<file path="config.mk">
export PLATFORM = sky130hd
export DESIGN_NAME = uart_tx_frame
export DESIGN_NICKNAME = d
export VERILOG_FILES = /design/src/rtl/uart_pkg.sv /design/src/rtl/uart_baud_cnt.sv /design/src/rtl/uart_tx_frame.sv
export SDC_FILE = /design/constraint.sdc
export NUM_CORES = 1
export LEC_CHECK = 0
export CAP_MARGIN = 25
export CELL_PAD_IN_SITES_DETAIL_PLACEMENT = 2
export CELL_PAD_IN_SITES_GLOBAL_PLACEMENT = 2
export CORE_MARGIN = 4
export CORE_UTILIZATION = 32
export DETAILED_ROUTE_END_ITERATION = 8
export GPL_ROUTABILITY_DRIVEN = 0
export PLACE_DENSITY_LB_ADDON = 0.1
export SLEW_MARGIN = 30
export SYNTH_ARGS = -nofsm -noshare
export SYNTH_HDL_FRONTEND = slang
export SYNTH_HIERARCHICAL = 1
export SYNTH_SLANG_ARGS = --single-unit
</file>
<file path="constraint.sdc">
create_clock -name clk -period 2.3 [get_ports clk]
set_input_delay 0.46 -clock clk [delete_from_list [all_inputs] [get_ports clk]]
set_output_delay 0.46 -clock clk [all_outputs]
set_load 0.005 [all_outputs]
</file>
<file path="src/rtl/uart_pkg.sv">
// Shared UART definitions: FSM state encoding, parity modes and the parity helper.
// Both the transmitter and the future receiver import this package.
package uart_pkg;

    typedef logic [2:0] state_t;

    localparam state_t ST_IDLE   = 3'd0;
    localparam state_t ST_START  = 3'd1;
    localparam state_t ST_DATA   = 3'd2;
    localparam state_t ST_PARITY = 3'd3;
    localparam state_t ST_STOP   = 3'd4;

    localparam int PAR_NONE = 0;
    localparam int PAR_EVEN = 1;
    localparam int PAR_ODD  = 2;

    // Widest supported word; narrower words are zero-extended, which leaves the XOR unchanged.
    localparam int MAX_DATA_BITS = 9;

    function automatic logic parity_bit(input logic [MAX_DATA_BITS-1:0] data, input int mode);
        case (mode)
            PAR_EVEN: return ^data;
            PAR_ODD:  return ~^data;
            default:  return 1'b0;
        endcase
    endfunction

endpackage

</file>
<file path="src/rtl/uart_baud_cnt.sv">
// Bit-time counter: counts 0..CLKS_PER_BIT-1 while enabled and flags the last cycle
// of each bit. Synchronous clear restarts the bit; shared with the receiver.
module uart_baud_cnt #(
    parameter int CLKS_PER_BIT = 16
) (
    input  logic clk,
    input  logic rst,
    input  logic clr,
    input  logic en,
    output logic bit_end
);

    localparam int CNT_W = $clog2(CLKS_PER_BIT);
    localparam logic [CNT_W-1:0] LAST = CNT_W'(CLKS_PER_BIT - 1);

    if (CLKS_PER_BIT < 2) begin : g_bad_clks_per_bit
        $error("uart_baud_cnt: CLKS_PER_BIT must be at least 2");
    end

    logic [CNT_W-1:0] cnt_q;
    logic [CNT_W-1:0] cnt_d;

    always_comb begin
        cnt_d = cnt_q;
        if (clr) begin
            cnt_d = '0;
        end else if (en) begin
            cnt_d = (cnt_q == LAST) ? '0 : cnt_q + 1'b1;
        end
    end

    always_ff @(posedge clk) begin
        if (rst) begin
            cnt_q <= '0;
        end else begin
            cnt_q <= cnt_d;
        end
    end

    assign bit_end = en && (cnt_q == LAST);

endmodule

</file>
<file path="src/rtl/uart_tx_frame.sv">
// Parametrised UART transmitter: start bit, DATA_BITS data bits LSB first, optional
// parity, one or two stop bits. Valid/ready input; frames can run back-to-back.
module uart_tx_frame
    import uart_pkg::*;
#(
    parameter int DATA_BITS    = 8,
    parameter int CLKS_PER_BIT = 16,
    parameter int PARITY_MODE  = 0,
    parameter int STOP_BITS    = 1
) (
    input  logic                 clk,
    input  logic                 rst,
    input  logic                 tx_valid,
    input  logic [DATA_BITS-1:0] tx_data,
    output logic                 tx_ready,
    output logic                 tx,
    output logic                 busy
);

    if (DATA_BITS < 5 || DATA_BITS > MAX_DATA_BITS) begin : g_bad_data_bits
        $error("uart_tx_frame: DATA_BITS must be in 5..9");
    end
    if (CLKS_PER_BIT < 2) begin : g_bad_clks_per_bit
        $error("uart_tx_frame: CLKS_PER_BIT must be at least 2");
    end
    if (PARITY_MODE != PAR_NONE && PARITY_MODE != PAR_EVEN && PARITY_MODE != PAR_ODD) begin : g_bad_parity
        $error("uart_tx_frame: PARITY_MODE must be 0, 1 or 2");
    end
    if (STOP_BITS != 1 && STOP_BITS != 2) begin : g_bad_stop_bits
        $error("uart_tx_frame: STOP_BITS must be 1 or 2");
    end

    localparam int IDX_W = $clog2(DATA_BITS);
    localparam logic [IDX_W-1:0] LAST_IDX = IDX_W'(DATA_BITS - 1);
    localparam bit HAS_PARITY = (PARITY_MODE != PAR_NONE);

    state_t               state_q, state_d;
    logic [DATA_BITS-1:0] shift_q, shift_d;
    logic [IDX_W-1:0]     bit_idx_q, bit_idx_d;
    logic                 stop_idx_q, stop_idx_d;
    logic                 parity_q, parity_d;
    logic                 tx_q, tx_d;

    logic bit_end;
    logic stop_last;
    logic accept;

    uart_baud_cnt #(
        .CLKS_PER_BIT(CLKS_PER_BIT)
    ) u_baud_cnt (
        .clk    (clk),
        .rst    (rst),
        .clr    (accept),
        .en     (state_q != ST_IDLE),
        .bit_end(bit_end)
    );

    assign stop_last = (STOP_BITS == 1) ? 1'b1 : stop_idx_q;
    // Ready also in the final stop cycle so a held tx_valid chains frames with no gap.
    assign tx_ready  = (state_q == ST_IDLE) ||
                       ((state_q == ST_STOP) && stop_last && bit_end);
    assign accept    = tx_valid && tx_ready;
    assign busy      = (state_q != ST_IDLE);
    assign tx        = tx_q;

    // State register
    always_ff @(posedge clk) begin
        if (rst) begin
            state_q    <= ST_IDLE;
            shift_q    <= '0;
            bit_idx_q  <= '0;
            stop_idx_q <= 1'b0;
            parity_q   <= 1'b0;
            tx_q       <= 1'b1;
        end else begin
            state_q    <= state_d;
            shift_q    <= shift_d;
            bit_idx_q  <= bit_idx_d;
            stop_idx_q <= stop_idx_d;
            parity_q   <= parity_d;
            tx_q       <= tx_d;
        end
    end

    // Next-state logic
    always_comb begin
        state_d    = state_q;
        shift_d    = shift_q;
        bit_idx_d  = bit_idx_q;
        stop_idx_d = stop_idx_q;
        parity_d   = parity_q;

        if (accept) begin
            // Parity comes from the accepted word, before any shifting.
            shift_d    = tx_data;
            bit_idx_d  = '0;
            stop_idx_d = 1'b0;
            parity_d   = parity_bit(MAX_DATA_BITS'(tx_data), PARITY_MODE);
            state_d    = ST_START;
        end else begin
            case (state_q)
                ST_START: begin
                    if (bit_end) begin
                        state_d = ST_DATA;
                    end
                end
                ST_DATA: begin
                    if (bit_end) begin
                        shift_d = shift_q >> 1;
                        if (bit_idx_q == LAST_IDX) begin
                            state_d    = HAS_PARITY ? ST_PARITY : ST_STOP;
                            stop_idx_d = 1'b0;
                        end else begin
                            bit_idx_d = bit_idx_q + 1'b1;
                        end
                    end
                end
                ST_PARITY: begin
                    if (bit_end) begin
                        state_d    = ST_STOP;
                        stop_idx_d = 1'b0;
                    end
                end
                ST_STOP: begin
                    if (bit_end) begin
                        if (stop_last) begin
                            state_d = ST_IDLE;
                        end else begin
                            stop_idx_d = 1'b1;
                        end
                    end
                end
                default: begin
                    state_d = ST_IDLE;
                end
            endcase
        end
    end

    // Output logic: tx is registered, so the line level follows the next state.
    always_comb begin
        tx_d = 1'b1;
        case (state_d)
            ST_START:  tx_d = 1'b0;
            ST_DATA:   tx_d = shift_d[0];
            ST_PARITY: tx_d = parity_d;
            default:   tx_d = 1'b1;
        endcase
    end

endmodule

</file>
### Word-level counts from Yosys, hierarchy flattened

Index checks and enable logic that the tools add are counted.

* bits in registers: 20
* output and inout port bits: 3
* logic and storage cells: 43

* add/sub/neg operators: 2
* equality and inequality tests: 9
* mux-type cells: 13
* bitwise gates (word level): 1
* reduce and logical (&&, ||, !) cells: 11

Operators with widths (count)
* $mux W8: 3
* $mux W3: 6
* $eq A3 B2 Y1 const B: 4
* $pmux W3 S4: 1
* $eq A3 B1 Y1 const B: 2
* $eq A3 B3 Y1 const B: 2
* $add A4 B1 Y4 const B: 1
* $eq A4 B4 Y1 const B: 1
* $mux W4: 1
* $reduce_bool A2 Y1: 2
* $add A3 B1 Y3 const B: 1
* $logic_and A1 B1 Y1: 3
* $logic_not A3 Y1: 1
* $pmux W1 S3: 1
* $reduce_and A3 Y1: 1
* $reduce_bool A3 Y1: 1
* $reduce_and A2 Y1: 1
* $reduce_or A2 Y1: 1
* $logic_or A1 B1 Y1: 1
* $mux W1: 1
* $not A1 Y1: 1

### Logic depth before layout (Yosys ltp)

Gate-level depths: netlist of run 1.

* depth in word-level cells: 8
* gate-level depth with buffers: 8
* depth with buffers taken out: 7

### Hierarchy

Netlist of run 1, hierarchy kept.

By module, submodules not included
* uart_tx_frame: times used 1, cells an instance 79, area an instance 752.0 sq um
* uart_baud_cnt: times used 1, cells an instance 17, area an instance 173.9 sq um

### Worst setup path before layout of run 1

OpenSTA, ideal clock, no wires.

* path kind: reg-to-reg
* start point: reg state_q[0]
* end point: reg u_baud_cnt.cnt_q[0]
* arrival: 1967 ps
* data required time: 2236 ps
* path slack: 269 ps
* stages on the path, launching flop included: 9
* buffers on the path: 1
* period minus slack after synthesis: 2031 ps
* path through: dfxtp_1 > buf_6 > or3_1 > and4_4 > nand2b_1 > nand3_1 > inv_2 > or3_1 > nor2_1

* word-level cells in the longest chain between the ends: 6
* elaborated cells on any way between the ends: 8
* classes of those cells: 1 x eq/ne; 7 x reduce/logical

RTL lines
* start, declared: RTL line uart_tx_frame.sv:37 `state_t state_q, state_d;`
* start signal, assigned: RTL line uart_tx_frame.sv:76 `state_q <= state_d;`
* $reduce_bool A3 Y1
* via busy: RTL line uart_tx_frame.sv:17 `output logic busy`
* $logic_and A1 B1 Y1: RTL line uart_baud_cnt.sv:40 `assign bit_end = en && (cnt_q == LAST);`
* via bit_end: RTL line uart_tx_frame.sv:44 `logic bit_end;`
* $logic_and A1 B1 Y1: RTL line uart_tx_frame.sv:61 `((state_q == ST_STOP) && stop_last && bit_end);`
* $logic_or A1 B1 Y1: RTL line uart_tx_frame.sv:60 `assign tx_ready = (state_q == ST_IDLE) ||`
* $logic_and A1 B1 Y1: RTL line uart_tx_frame.sv:62 `assign accept = tx_valid && tx_ready;`
* via accept: RTL line uart_tx_frame.sv:46 `logic accept;`
* $reduce_or A2 Y1 (no line)
* end signal, assigned: RTL line uart_baud_cnt.sv:36 `cnt_q <= cnt_d;`
* end, declared: RTL line uart_baud_cnt.sv:20 `logic [CNT_W-1:0] cnt_q;`

The timed path passes the listed nets, and every way through them passes these cells.
A chain may end at the register's enable or synchronous reset.

### Worst setup path in the final report of run 1

* start point: reg state_q[1]
* end point: out tx_ready

* word-level cells in the longest chain between the ends: 4
* elaborated cells on any way between the ends: 6
* classes of those cells: 1 x eq/ne; 5 x reduce/logical

RTL lines
* $reduce_bool A3 Y1: RTL line uart_tx_frame.sv:54 `.en (state_q != ST_IDLE),`
* $logic_and A1 B1 Y1: RTL line uart_baud_cnt.sv:40
* via bit_end: RTL line uart_tx_frame.sv:44
* $logic_and A1 B1 Y1: RTL line uart_tx_frame.sv:61
* $logic_or A1 B1 Y1: RTL line uart_tx_frame.sv:60
* end, declared: RTL line uart_tx_frame.sv:15 `output logic tx_ready,`

The timed path passes the listed nets, and every way through them passes these cells.

==> flow_metrics.py, run 1 <==
metrics = {
    "run_status": {
        "run_status": "finished clean",
    },
    "die": {
        "fp.coreArea_sq_um": 2760,
        "initial_core_util": 0.336,
        "num_rows": 19,
        "die_h_microns": 61.8,
        "die-area_sq_um": 3820,
        "io_pins": 14,
        "die_x_microns": 61.8,
    },
    "clock_network": {
        "htreeDepth": 1,
        "tritoncts": "built",
        "hold_buffers": 0,
        "cts-root-buf": "clkbuf_4",
        "cts_buffers": 3,
        "path_clk_slew_ns": 0.11,
        "clock_path_buffers": 2,
        "clkSinkCount": 20,
        "insertion_delay_ns": 0.30,
    },
    "worst_setup_path": {
        "rrSetupSlack_ns": 0.25,
        "critPathKind": "flip-flop to primary output",
        "rr_endpoint": "u_baud_cnt/cnt_q[3]",
        "startpoint": "state_q[1]",
        "cp-end-kind": "primary output",
        "crit_arrival_ns": 1.68,
        "required_ns": 1.84,
        "timing.rr.start": "state_q[1]",
        "crit_end": "tx_ready",
        "startpoint_type": "flip-flop",
        "worst-path-max-fanout": 8,
        "r2r_cells": 8,
    },
    "timing": {
        "post-route-period-util": 0.932,
        "fin_tns_setup_ns": 0,
        "hold_ws_ns": 0.500,
        "hold_viol_final": 0,
        "relSlewSlack": 0.783,
        "rsz0062_at_grt": "false",
        "finalSetupViolations": 0,
        "maxSlewViolCount": 0,
        "fin_skew_ns": 0.00282,
        "min_period_ns": 2.14,
        "tightestPinTransition_ns": 0.325,
        "fmax_mhz": 466,
    },
    "detailed_routing": {
        "drc": 0,
        "ant_nets": 0,
        "drt_iter0_markers": 11,
        "vias_per_cell": 5.32,
        "drtPass1Iterations": 4,
        "drt_wl_total_mm": 2.28,
        "vias": 776,
        "wl_per_cell_microns": 15.6,
    },
    "cells_and_area": {
        "final_common_cell": "dfxtp_1",
        "drive_gt1_frac": 0.157,
        "area_growth_pct": 24.6,
        "final_cell_mix": "17 x dfxtp_1, 12 x clkdlybuf4s50_1, 11 x nor2_1",
        "antenna_cells": 0,
        "nFillCells": 310,
        "fin_nets": 130,
        "stdcell_count": 146,
    },
    "synth": {
        "syn_nets": 110,
        "ys_ff_latch": 20,
        "netlist_area_sq_um": 926,
        "syn_inst": 96,
        "yosysSeqAreaShare": 0.432,
        "ys.warnings.count": 6,
        "synthDistinctLibCells": 32,
        "syn_area_per_cell_sq_um": 9.64,
    },
    "global_routing": {
        "grt_overflow": 0,
        "antenna_found_initial": 0,
        "grt_max_degree": 16,
        "grtUsageTotal": 0.136,
        "grt_pass1_wl_mm": 3.73,
        "grt_pass1_vias": 778,
    },
    "placement": {
        "dp.cells": 141,
        "place_hpwl_mm": 1.63,
        "io_buffers": 13,
    },
    "pwr": {
        "power.density_nw_per_um2": 580,
        "p_leak_uw": 0.000430,
        "ir_drop_uv": 331,
    },
    "min_path": {
        "min-delay-start": "shift_q[7]",
        "hold_class": "flip-flop to flip-flop",
    },
    "run": {
        "maxCapViolCount": 0,
    },
}
## registers in the layout, indices dropped and copies added, names as in the netlist
signal and cells:
shift_q 8, u_baud_cnt/cnt_q 4, bit_idx_q 3, state_q 3, parity_q 1, tx 1
## where the power goes
part	leakage [uW]	switching (uW)	total (uW)	internal (uW)
sequential	0.000165	8.69	372	363
combinational	0.000244	43.8	93.0	49.2
clock	0.0000210	108	204	96.4
## synthesized netlist by cell type
| master | number | area share |
|---|---|---|
| a22o_1 | 1 | 0.0095 |
| nand2b_1 | 1 | 0.0068 |
| nor2b_1 | 2 | 0.014 |
| nor2_1 | 11 | 0.045 |
| and4_4 | 1 | 0.012 |
| nand3b_1 | 3 | 0.024 |
| o21ai_0 | 1 | 0.0054 |
| and4bb_1 | 1 | 0.014 |
| or3_1 | 2 | 0.014 |
| inv_1 | 1 | 0.0041 |
| mux2i_1 | 9 | 0.097 |
| nand4_1 | 1 | 0.0068 |
| inv_2 | 1 | 0.0041 |
| a31oi_1 | 1 | 0.0068 |
| ha_1 | 3 | 0.041 |
| xnor2_1 | 2 | 0.019 |
| buf_1 | 1 | 0.0041 |
| clkbuf_1 | 1 | 0.0041 |
| buf_6 | 2 | 0.024 |
| a21oi_1 | 4 | 0.022 |
| nand2_1 | 3 | 0.012 |
| nand3_1 | 1 | 0.0054 |
| a22oi_1 | 1 | 0.0081 |
| a211oi_1 | 7 | 0.057 |
| xor2_1 | 2 | 0.019 |
| o211ai_1 | 2 | 0.016 |
| nor3b_1 | 2 | 0.016 |
| and2b_2 | 1 | 0.0095 |
| a221o_1 | 1 | 0.011 |
| nor3_1 | 6 | 0.032 |
| dfxtp_1 | 20 | 0.43 |
| buf_2 | 1 | 0.0054 |
## worst max-delay path, cell delays in order, from the launching register on
cell and delay [ns]:
dfxtp_2 0.39, or3_1 0.34, and4_4 0.21, nor2b_2 0.13
nor3_1 0.05, dlygate4sd2_1 0.26
## per-stage QoR
stage	utilization	setup slack [ns]	power, uW	cell area [sq um]
3_5_place_dp	0.401	0.218	475	1100
3_3_place_gp	0.401	0.276	471	1100
5_1_grt	0.418	0.0507	712	1150
6_report	0.418	0.156	669	1150
2_1_floorplan	-	0.269	429	926
4_1_cts	0.418	0.139	681	1150
## layer usage
layer | track usage | part of all wire
met1 | 0.186 | 0.51
met2 | 0.206 | 0.45
met3 | 0.0248 | 0.028
met4 | 0.0636 | 0.0083
met5 | 0 | 0
## area by class of cell
cell class | count | area, sq um | share of cell area
tap | 31 | 38.8 | 0.0336
sequential | 20 | 404 | 0.350
inverter | 2 | 7.51 | 0.00651
multi-input combinational | 69 | 485 | 0.421
timing repair buffer | 20 | 181 | 0.157
clock buffer | 4 | 36.3 | 0.0315
## worst min-delay path by stage
stage,end,slack (ns),cells after the start
2_1_floorplan,shift_q[1],0.46,2
3_3_place_gp,parity_q,0.47,1
3_5_place_dp,parity_q,0.48,1
4_1_cts,shift_q[7],0.50,2
5_1_grt,shift_q[1],0.53,2
6_report,shift_q[7],0.50,2
## cell families (layout without fill, tap and decap cells)
family	Yosys count	count (layout)	share of synthesized area
AO/OA/AOI/OAI	18	18	0.135
XOR/XNOR	4	4	0.0378
adder cells (fa/ha/maj)	3	3	0.0405
buffers and inverters	7	26	0.0459
flip-flops	20	20	0.432
multiplexers	9	9	0.0973
AND/OR/NAND/NOR	35	35	0.211
## repair_timing
item	CTS	global route
setup endpoints to repair	1	0
gates resized for setup	5	0
setup buffers	1	0
No activity file was read; power rests on OpenSTA's default activity.
==> run 2, diff against run 1 <==
Settings changed: CORE_MARGIN 4 to default, CORE_UTILIZATION 32 to 29.
Clock period 2.3 ns to 1.91 ns, I/O delays scaled along.
==> flow_metrics.py, run 2 (same netlist as run 1, synthesis figures left out) <==
metrics = {
    "detailed_routing": {
        "ant_nets": 0,
        "vias": 795,
        "vias_per_cell": 4.88,
        "wl_per_cell_microns": 14.0,
        "drc": 0,
        "drt_iter0_markers": 17,
        "drtPass1Iterations": 2,
        "drt_wl_total_mm": 2.28,
    },
    "clock_network": {
        "cts_buffers": 3,
        "cts-root-buf": "clkbuf_4",
        "clock_path_buffers": 2,
        "insertion_delay_ns": 0.30,
        "clkSinkCount": 20,
        "path_clk_slew_ns": 0.12,
        "tritoncts": "built",
        "htreeDepth": 1,
        "hold_buffers": 0,
    },
    "pwr": {
        "power.density_nw_per_um2": 736,
        "ir_drop_uv": 338,
        "p_leak_uw": 0.000463,
        "power.total_uw": 914,
    },
    "global_routing": {
        "grt_overflow": 0,
        "grt_pass1_vias": 825,
        "grtUsageMet2": 0.245,
        "grtUsageMet1": 0.213,
        "busiest_layer": "met2",
        "use_met3": 0.0330,
        "grt_pass1_wl_mm": 3.93,
        "grtUsageTotal": 0.158,
        "grt_max_degree": 16,
        "antenna_found_initial": 0,
    },
    "placement": {
        "dp.cells": 158,
        "place_hpwl_mm": 1.72,
        "io_buffers": 13,
    },
    "die": {
        "die_h_microns": 58.5,
        "initial_core_util": 0.303,
        "num_rows": 20,
        "io_pins": 14,
        "fp.coreArea_sq_um": 3050,
        "die_x_microns": 58.5,
        "die-area_sq_um": 3420,
    },
    "timing": {
        "post-route-period-util": 0.970,
        "fmax_mhz": 540,
        "hold_ws_ns": 0.495,
        "maxSlewViolCount": 0,
        "relSlewSlack": 0.824,
        "fin_skew_ns": 0.00797,
        "finalSetupViolations": 0,
        "hold_viol_final": 0,
        "min_period_ns": 1.85,
        "tightestPinTransition_ns": 0.263,
    },
    "worst_setup_path": {
        "worst-path-max-fanout": 5,
        "startpoint_type": "flip-flop",
        "critPathKind": "flip-flop to primary output",
        "cp-end-kind": "primary output",
        "required_ns": 1.53,
        "crit_arrival_ns": 1.47,
        "rrSetupSlack_ns": 0.10,
    },
    "cells_and_area": {
        "final_common_cell": "dfxtp_1",
        "antenna_cells": 0,
        "largest_register_ff_count": 8,
        "drive_gt1_frac": 0.235,
        "fin_nets": 134,
        "area_growth_pct": 34.1,
        "final_cell_mix": "17 x dfxtp_1, 11 x nor2_1, 11 x clkdlybuf4s50_1, 11 x buf_4, 9 x mux2i_1",
        "largest_register": "shift_q",
        "stdcell_count": 163,
        "top_regs": "shift_q: 8 flops, u_baud_cnt/cnt_q: 4 flops",
    },
    "run_status": {
        "run_status": "finished clean",
    },
    "min_path": {
        "hold_class": "flip-flop to flip-flop",
    },
    "run": {
        "maxCapViolCount": 0,
    },
}
run 2: cell count changes in the layout (fill, tap and decap cells not counted), sizes merged:
cell / before / now
buf: 7 / 11
clkdlybuf4s50: 12 / 11
bufinv: 0 / 1
run 2: what timing repair did:
item / in CTS / in global routing
gates resized for setup: 7 / 6
endpoints found under the setup margin: 2 / 4
buffers inserted: 0 / 1
run 2: power by group:
part / switching (uW) / leakage [uW] / internal [uW]
Combinational: 55.6 / 0.000270 / 64.1
Clock: 135 / 0.0000279 / 212
Sequential: 9.91 / 0.000165 / 437
run 2: metal layers:
layer / vias up / share of wire
met5: - / 0
met4: 0 / 0.0083
met3: 2 / 0.022
met2: 6 / 0.49
met1: 390 / 0.48
li1: 397 / -
run 2: worst max-delay path, cell delays in order (launching register included):
cell	delay, ns
dfxtp_2	0.34
or3_4	0.39
and4_4	0.18
nor2b_4	0.12
nor3_2	0.04
clkbuf_2	0.11
run 2: path summary, 6_finish.rpt:
check / start / end / cells after the start
setup / recovery: state_q[2] / tx_ready / 5
setup reg to reg: state_q[2] / u_baud_cnt/cnt_q[0] / 7
hold / removal: parity_q / parity_q / 1
hold reg to reg: parity_q / parity_q / 1
run 2: stage by stage:
stage          instance area (sq um)  utilization  worst slack, ns   TNS (ns)
3_3_place_gp                    1160        0.380           0.0585          0
6_report                        1240        0.407           0.0577          0
3_5_place_dp                    1160        0.380          0.00205          0
4_1_cts                         1220        0.400          -0.0572    -0.0572
2_1_floorplan                    936            -           0.0202          0
5_1_grt                         1240        0.407        -0.000134  -0.000134
run 2: final cells by class:
class,count,area (sq um)
Clock buffer,3,22.5
Clock inverter,1,30.0
Fill cell,355,1810
Inverter,2,10.0
Multi-Input combinational cell,69,513
Sequential cell,20,404
Tap cell,44,55.1
Timing Repair Buffer,24,206
==> run 3, diff against run 2 <==
Settings changed: CTS_BUF_LIST from default to sky130_fd_sc_hd__clkbuf_16, CTS_CLUSTER_SIZE from default to 40, HOLD_SLACK_MARGIN from default to 0.03.
==> flow_metrics.py, run 3 (same netlist as run 1, synthesis figures left out) <==
metrics = {
    "run_status": {
        "run_status": "finished clean",
    },
    "timing": {
        "maxSlewViolCount": 0,
        "tightestPinTransition_ns": 0.287,
        "relSlewSlack": 0.808,
        "fin_ws_ns": 0.0948,
        "fmax_mhz": 551,
        "fin_tns_setup_ns": 0,
        "hold_viol_final": 0,
        "fin_skew_ns": 0.00344,
        "finalSetupViolations": 0,
        "rsz0062_at_grt": "false",
        "post-route-period-util": 0.950,
        "min_period_ns": 1.82,
    },
    "pwr": {
        "switchingPower_uw": 219,
        "p_leak_uw": 0.000476,
        "p_int_uw": 915,
        "p_seq_frac": 0.394,
        "power_frac_comb": 0.105,
        "power_frac_clock": 0.501,
        "ir_drop_uv": 368,
        "power.density_nw_per_um2": 886,
        "switching_share": 0.193,
    },
    "cells_and_area": {
        "area_growth_pct": 38.2,
        "fin_nets": 133,
        "largest_register": "shift_q",
        "top_regs": "shift_q: 8 flops, u_baud_cnt/cnt_q: 4 flops",
        "stdcell_count": 162,
        "drive_gt1_frac": 0.220,
        "final_common_cell": "dfxtp_1",
        "largest_register_ff_count": 8,
        "antenna_cells": 0,
        "final_cell_mix": "18 x dfxtp_1, 11 x nor2_1, 11 x clkdlybuf4s50_1",
        "postLayoutCoreUtil": 0.419,
    },
    "die": {
        "fp.coreArea_sq_um": 3050,
        "io_pins": 14,
        "die-area_sq_um": 3420,
        "die_h_microns": 58.5,
        "initial_core_util": 0.303,
        "num_rows": 20,
        "die_x_microns": 58.5,
    },
    "clock_network": {
        "tritoncts": "built",
        "clkSinkCount": 20,
        "htreeDepth": 1,
        "cts-root-buf": "clkbuf_16",
        "hold_buffers": 0,
        "clock_path_buffers": 2,
        "path_clk_slew_ns": 0.06,
        "cts_buffers": 3,
        "insertion_delay_ns": 0.25,
    },
    "detailed_routing": {
        "drc": 0,
        "drt_iter0_markers": 8,
        "drt_wl_total_mm": 2.39,
        "vias": 783,
        "ant_nets": 0,
        "wl_per_cell_microns": 14.7,
        "drtPass1Iterations": 4,
        "vias_per_cell": 4.83,
    },
    "worst_setup_path": {
        "crit_arrival_ns": 2.00,
        "critPathKind": "flip-flop to flip-flop",
        "required_ns": 2.09,
        "r2r_cells": 7,
        "startpoint_type": "flip-flop",
        "cp-end-kind": "flip-flop",
        "slowest_stage": "or3_4",
        "critPathMaxStageDelay_ns": 0.39,
        "startpoint": "state_q[2]",
        "crit_top_cell": "or3_4",
        "timing.rr.start": "state_q[2]",
        "crit_chain": "or3_4 -> and4_4 -> nand2b_1 -> nand3_2 -> inv_4 -> or3_4 -> nor2_1",
        "worst-path-max-fanout": 10,
    },
    "run": {
        "maxCapViolCount": 0,
    },
    "min_path": {
        "min-delay-start": "shift_q[1]",
        "hold_path_depth": 2,
        "hold_class": "flip-flop to flip-flop",
    },
    "global_routing": {
        "grtUsageTotal": 0.163,
        "antenna_found_initial": 0,
        "grt_pass1_wl_mm": 4.04,
        "grt_overflow": 0,
        "grt_max_degree": 16,
        "grt_pass1_vias": 841,
    },
    "placement": {
        "io_buffers": 13,
        "dp.cells": 158,
        "place_hpwl_mm": 1.72,
        "pre_cts_ws_ns": 0.00205,
    },
}
## run 3: changes by cell type in the layout (fill, tap and decap cells not counted), sizes merged
cell / delta
buf: -1
## run 3: path summary, 6_finish.rpt
| kind | endpoint | slack (ns) |
|---|---|---|
| setup / recovery | u_baud_cnt/cnt_q[0] | 0.09 |
| setup reg to reg | u_baud_cnt/cnt_q[0] | 0.09 |
| hold reg to reg | shift_q[1] | 0.49 |
| hold / removal | shift_q[1] | 0.49 |
## run 3: stage by stage
stage               instance area, sq um  total power, uW  hold slack, ns
floorplan                            936              519           0.456
global placement                    1160              573           0.473
detailed placement                  1160              578           0.482
CTS                                 1280             1150           0.494
global route                        1280             1180           0.510
finish                              1280             1130           0.490
## run 3: power groups by stage
| stage | sequential [uW] | clock (uW) | combinational [uW] |
|---|---|---|---|
| 2_1_floorplan | 454 | 0 | 65.1 |
| 3_3_place_gp | 455 | 0 | 118 |
| 3_5_place_dp | 456 | 0 | 121 |
| 4_1_cts | 448 | 585 | 120 |
| 5_1_grt | 449 | 602 | 132 |
| 6_report | 447 | 569 | 119 |
## run 3: what timing repair did
item / CTS / global route
pin swaps: 0 / 0
gates resized for setup: 8 / 4
buffers inserted: 0 / 0
setup endpoints to repair: 2 / 4
## run 3: final cells by class
| class | count | area [sq um] |
|---|---|---|
| clock buffer | 3 | 75.1 |
| clock inverter | 1 | 30.0 |
| fill | 345 | 1770 |
| inverter | 2 | 10.0 |
| multi-input combinational | 69 | 508 |
| sequential | 20 | 403 |
| tap | 44 | 55.1 |
| timing repair buffer | 23 | 199 |
## run 3: layer usage
layer / global-route usage / wire, microns / vias to the layer above
met5: 0 / 0 / -
met2: 0.273 / 1180 / 6
li1: - / - / 392
met4: 0.0816 / 29 / 0
met1: 0.204 / 1140 / 383
met3: 0.0264 / 42 / 2
## run 3: worst max-delay path: cells and delay by family (launching register included)
kind / cells / cell delay (ns)
simple gates: 6 / 1.34
flops: 1 / 0.33
buf+inv: 1 / 0.08
